$ cat config.mk
export PLATFORM = sky130hd
export DESIGN_NAME = icache_top
export DESIGN_NICKNAME = d
export VERILOG_FILES = /design/src/rtl/icache_top.sv
export SDC_FILE = /design/constraint.sdc
export NUM_CORES = 2
export LEC_CHECK = 0
export BUFFER_PORTS_ARGS = -buffer_cell sky130_fd_sc_hd__buf_2
export CAP_MARGIN = 10
export CORE_UTILIZATION = 60
export DETAILED_ROUTE_END_ITERATION = 10
export PLACE_DENSITY_LB_ADDON = 0.12
export SLEW_MARGIN = 10
export SYNTH_ARGS = -nofsm -noshare
export SYNTH_HDL_FRONTEND = slang
export SYNTH_SLANG_ARGS = --single-unit
$ cat constraint.sdc
create_clock -name clk -period 7.7 [get_ports clk]
set_input_delay 0.385 -clock clk [delete_from_list [all_inputs] [get_ports clk]]
set_output_delay 0.385 -clock clk [all_outputs]
set_load 0.01 [all_outputs]
$ cat src/rtl/icache_top.sv
// Direct-mapped instruction cache: single-cycle hit path, line refill from a
// beat-oriented memory port, with flush (response cancel) and invalidate-all.
module icache_top #(
  parameter int ADDR       = 32,
  parameter int INST       = 32,
  parameter int SETS       = 16,
  parameter int LINE_WORDS = 4
) (
  input  logic            clk,
  input  logic            reset_,
  input  logic            ic_req,
  input  logic [ADDR-1:0] ic_addr,
  output logic            ic_ready,
  input  logic            ic_flush,
  input  logic            ic_inv,
  output logic            ic_valid,
  output logic [INST-1:0] ic_inst,
  output logic [ADDR-1:0] ic_raddr,
  output logic            mem_req,
  output logic [ADDR-1:0] mem_addr,
  input  logic            mem_ack,
  input  logic            mem_rvalid,
  input  logic [INST-1:0] mem_rdata
);

  localparam int LSB   = 2;
  localparam int OFF_W = $clog2(LINE_WORDS);
  localparam int IDX_W = $clog2(SETS);
  localparam int TAG_W = ADDR - LSB - OFF_W - IDX_W;

  typedef enum logic [1:0] {IDLE, MISS_REQ, REFILL, RESP} state_t;

  state_t state, state_nx;

  logic [SETS-1:0]  valid;
  logic [TAG_W-1:0] tag_mem  [SETS];
  logic [INST-1:0]  data_mem [SETS][LINE_WORDS];

  logic [ADDR-1:0]  lat_addr;
  logic [OFF_W-1:0] beat_cnt;
  logic             flush_pend;
  logic             inv_pend;

  logic [OFF_W-1:0] req_off, lat_off;
  logic [IDX_W-1:0] req_idx, lat_idx;
  logic [TAG_W-1:0] req_tag, lat_tag;
  logic             accept, hit, last_beat;

  assign req_off = ic_addr[LSB +: OFF_W];
  assign req_idx = ic_addr[LSB+OFF_W +: IDX_W];
  assign req_tag = ic_addr[ADDR-1 -: TAG_W];
  assign lat_off = lat_addr[LSB +: OFF_W];
  assign lat_idx = lat_addr[LSB+OFF_W +: IDX_W];
  assign lat_tag = lat_addr[ADDR-1 -: TAG_W];

  assign ic_ready  = (state == IDLE) && !ic_inv && !inv_pend;
  assign accept    = ic_req && ic_ready;
  assign hit       = valid[req_idx] && (tag_mem[req_idx] == req_tag);
  assign last_beat = (state == REFILL) && mem_rvalid &&
                     (beat_cnt == OFF_W'(LINE_WORDS - 1));

  assign mem_req  = (state == MISS_REQ);
  assign mem_addr = {lat_addr[ADDR-1:LSB+OFF_W], {(LSB+OFF_W){1'b0}}};

  always_ff @(posedge clk or negedge reset_) begin
    if (!reset_) state <= IDLE;
    else         state <= state_nx;
  end

  always_comb begin
    state_nx = state;
    case (state)
      IDLE:     if (accept && !hit) state_nx = MISS_REQ;
      MISS_REQ: if (mem_ack)        state_nx = REFILL;
      REFILL:   if (last_beat)      state_nx = RESP;
      RESP:                         state_nx = IDLE;
      default:                      state_nx = IDLE;
    endcase
  end

  always_ff @(posedge clk or negedge reset_) begin
    if (!reset_) begin
      valid      <= '0;
      lat_addr   <= '0;
      beat_cnt   <= '0;
      flush_pend <= 1'b0;
      inv_pend   <= 1'b0;
      ic_valid   <= 1'b0;
      ic_inst    <= '0;
      ic_raddr   <= '0;
    end else begin
      ic_valid <= 1'b0;
      case (state)
        IDLE: begin
          if (ic_inv) valid <= '0;
          if (accept) begin
            if (hit) begin
              ic_valid <= !ic_flush;
              ic_inst  <= data_mem[req_idx][req_off];
              ic_raddr <= ic_addr;
            end else begin
              lat_addr <= ic_addr;
              beat_cnt <= '0;
            end
          end
        end
        MISS_REQ: begin
          if (ic_flush) flush_pend <= 1'b1;
          if (ic_inv)   inv_pend   <= 1'b1;
        end
        REFILL: begin
          if (ic_flush) flush_pend <= 1'b1;
          if (ic_inv)   inv_pend   <= 1'b1;
          if (mem_rvalid) beat_cnt <= beat_cnt + OFF_W'(1);
          // Response is registered on the last beat so it appears in RESP;
          // the requested word may be the beat arriving this very cycle.
          if (last_beat) begin
            valid[lat_idx] <= 1'b1;
            ic_valid       <= !(flush_pend || ic_flush);
            ic_inst        <= (lat_off == beat_cnt) ? mem_rdata
                                                    : data_mem[lat_idx][lat_off];
            ic_raddr       <= lat_addr;
          end
        end
        RESP: begin
          if (inv_pend || ic_inv) valid <= '0;
          inv_pend   <= 1'b0;
          flush_pend <= 1'b0;
        end
        default: ;
      endcase
    end
  end

  always_ff @(posedge clk) begin
    if (state == REFILL && mem_rvalid) data_mem[lat_idx][beat_cnt] <= mem_rdata;
    if (last_beat)                     tag_mem[lat_idx] <= lat_tag;
  end

endmodule

==> results.md <==
* Status: completed
* # DRC at 0
* Kind of critical path: primary input to flip-flop
* Number of flops mapped to enable cells by yosys at 2432
* Core box area at roughly 0.19 mm^2
* Initial core utilization at 0.605
* Final setup vio count at 0
* Warnings from Yosys at 0
* Final slew viol count at 0
* Leading cell type in the layout, fill and taps excluded: edfxtp_1
* Die H at 440 um
* First drt pass iteration count at 5
* RSZ-0062 raised after global routing: false
* Postcts setup bufs at 0
* Top_reg_cell synth: edfxtp_1
* Worst Path Max Fanout at 74
* Register area share after synthesis at 0.659
* Post-Syn Instances at 5488
* #FFs+latches synth at approximately 2600
* Met3 Usage GRT at 0.0837
* RePlAce Congestion at 0.860
* Die ar. at around 0.19 mm^2
* CTS H-tree depth at 5
* CTS tree: yes
* Seq pwr share at 0.412
* Setup WS post-layout at 2.44 ns
* Worst setup SP type: primary input
* LEAKAGE at slightly above 40 nW
* Clk pwr share at 0.314
* Ys async rst share at 0.0466
* GRT Overall Usage at 0.358
* Max Cap Viol at 0
* GRT overflow at 0
* Worst-Skew Late Latency at ~0.93 ns
* Met1 usage at 0.495
* Final TNS setup at 0 ns
* Layout cells sized above 1 at 0.372
* Combinational share of power at 0.274
* Worst setup startpoint: ic_addr[6]
* Worst Skew at between 0.03 and 0.04 ns
* Post-CTS sizing at 0
* Final wirelength at 341000 um
* Fillcell total at between 10000 and 15000
* Vias at between 60000 and 70000
* Min Tclk post-route at approximately 5.3 ns
* Fin cells at 8410
* P_int at between 20 and 30 mW
* Antenna Nets Post-Route at 0
* Nets@finish at approximately 5800
* Hpwl dp at ~190000 um
* Cell Pwr Density at between 300 and 400 mW/mm^2
* First-pass GRT wire length at 480000 um
* Sw power at about 12 mW
* Final hold vios at 0
* Hold WS at a little under 0.08 ns
* Fin crit share at 0.683
* Dpl ws at ~1.7 ns
* Syn avg cell area at between 20 and 25 um^2
* Initial antenna violation count at 14
* Cell Rows at between 150 and 200
* Placed cells at about 7900
* CTS Sinks at around 2600
* Most frequent cells in the layout: 2432 x edfxtp_1, 1264 x mux4_2, 290 x clkbuf_16, 243 x nand2_1, 197 x mux2i_1
* Synth cell types at 56
* Busiest layer in global routing: met2
* Worst Min Path Start: ic_req
* Arrival @ worst endpoint at between 6 and 7 ns
* FF-to-FF Start: tag_mem[13][0]
* F_max at between 0.15 and 0.2 GHz
* Sw frac at 0.305
* Clock tree buffer depth at 4
* Maximum VDD drop at about 290 uV
* DR vias/cell at 7.56
* Area delta synth->final at 11.4%
* Iteration-0 DRC Markers at 9341
* Largest net degree at the start of global routing at 121
* Crit path required time at about 8.5 ns
* Root Driver: clkbuf_16
* Rel. slew slack at 0.139
* Die X at 440 um
* Count of input and output buffers at about 170
* CTS Buf Count at 281
* WL per Instance at between 40 and 50 um
* Register clock-pin slew on the reported worst setup and hold paths at ~0.060 ns
* Slew @ Worst Pin at ~1.3 ns
* Routing usage on met2 at 0.547
* Hold_buf cts at 32
* Synth Cell Area at around 0.12 mm^2
* Vias in the first global route at 63800
* I/O pins at 170
* Tightest Hold Check Type: primary input to flip-flop
* CP endpoint kind: flip-flop
per-stage QoR:
stage	power (mW)	instance area [um^2]	utilization
6_report	40.8	128000	0.674
3_5_place_dp	28.1	120000	0.627
2_1_floorplan	24.2	115000	-
3_3_place_gp	28.0	120000	0.627
5_1_grt	41.8	128000	0.674
4_1_cts	40.7	128000	0.674
final timing paths:
| kind | endpoint | slack, ns | cells past startpoint |
|---|---|---|---|
| max | ic_inst[1] | 2.44 | 12 |
| min | ic_valid | 0.08 | 5 |
| max reg2reg | ic_inst[1] | 2.73 | 10 |
| min reg2reg | valid[14] | 0.49 | 2 |
| max in group asynchronous | lat_addr[7] | 5.89 | 3 |
| min in group asynchronous | ic_inst[16] | 0.10 | 2 |
cell type report:
cell class                      instances  area (um^2)  share of cell area
Clock inverter                        112          893             0.00696
Tap cell                             2511         3140              0.0245
Sequential cell                      2551        76000               0.592
Inverter                               14         61.3            0.000477
Multi-Input combinational cell       2478        37900               0.295
Clock buffer                          366         7680              0.0598
Timing Repair Buffer                  369         2770              0.0215
Antenna cell                            9         22.5            0.000175
critical path, stage by stage:
cell and delay (ns):
buf_8 0.52, buf_4 0.72, mux2i_1 0.20, mux4_2 0.49, nand3_1 0.09, nand4_1 0.11, a2111oi_0 0.69, nand4_1 0.38
or4_1 0.65, a221o_4 0.79, buf_4 0.49, mux2_4 0.37
cells by family (layout without fill, tap and decap cells):
logic type      Yosys count  count (layout)  synth area share
flops                  2551            2551             0.659
mux                    1590            1590             0.279
simple gates            467             467            0.0176
buf+inv                 462             861            0.0178
compound gates          378             378            0.0237
xor+xnor                 31              31           0.00235
fa+ha+maj                 8               8          0.000868
other cells               1              13         0.0000325
Yosys cell counts (4+ instances only):
cell | count | area [um^2]
buf_6 | 13 | 146
edfxtp_1 | 2432 | 73000
nand3_1 | 26 | 130
xnor2_1 | 16 | 140
o211ai_1 | 16 | 120
nor2b_1 | 37 | 231
o21ai_0 | 17 | 85.1
dfrtp_1 | 119 | 2980
buf_2 | 58 | 290
mux2i_1 | 197 | 1970
nand4_1 | 22 | 138
mux2_4 | 60 | 901
mux2_2 | 69 | 777
a22oi_1 | 68 | 510
nand2b_1 | 7 | 43.8
o31a_1 | 4 | 35.0
a211oi_1 | 12 | 90.1
and2_1 | 9 | 56.3
nor2_1 | 103 | 387
a221oi_1 | 20 | 175
nand2_1 | 244 | 916
o32a_1 | 17 | 170
a31oi_1 | 79 | 494
nor4_1 | 6 | 37.5
buf_1 | 120 | 450
a221o_1 | 20 | 200
a22o_1 | 41 | 359
mux4_2 | 1264 | 28500
ha_1 | 8 | 100
xor2_1 | 15 | 131
o31ai_1 | 4 | 30.0
clkbuf_1 | 217 | 815
inv_1 | 12 | 45.0
buf_4 | 40 | 300
a21oi_1 | 66 | 330
power groups by stage:
stage	combinational [mW]	clock [mW]	sequential [mW]
6_report	11.2	12.8	16.8
3_3_place_gp	11.0	0	17.0
4_1_cts	11.1	12.9	16.8
3_5_place_dp	11.0	0	17.1
5_1_grt	11.6	13.4	16.8
2_1_floorplan	7.58	0	16.7
metal layers:
| layer | vias to the layer above | part of all wire |
|---|---|---|
| li1 | 24200 | - |
| met1 | 33900 | 0.36 |
| met2 | 4546 | 0.47 |
| met3 | 910 | 0.12 |
| met4 | 8 | 0.053 |
| met5 | - | 0.00018 |
flip-flops by register name, summed over array words and instances, names as in the netlist:
signal / cells
flush_pend: 1
tag_mem: 384
lat_addr: 32
ic_valid: 1
inv_pend: 1
ic_raddr: 32
ic_inst: 32
beat_cnt: 2
state: 2
valid: 16
data_mem: 2048
Note: power is estimated with default switching activity, not from simulation.
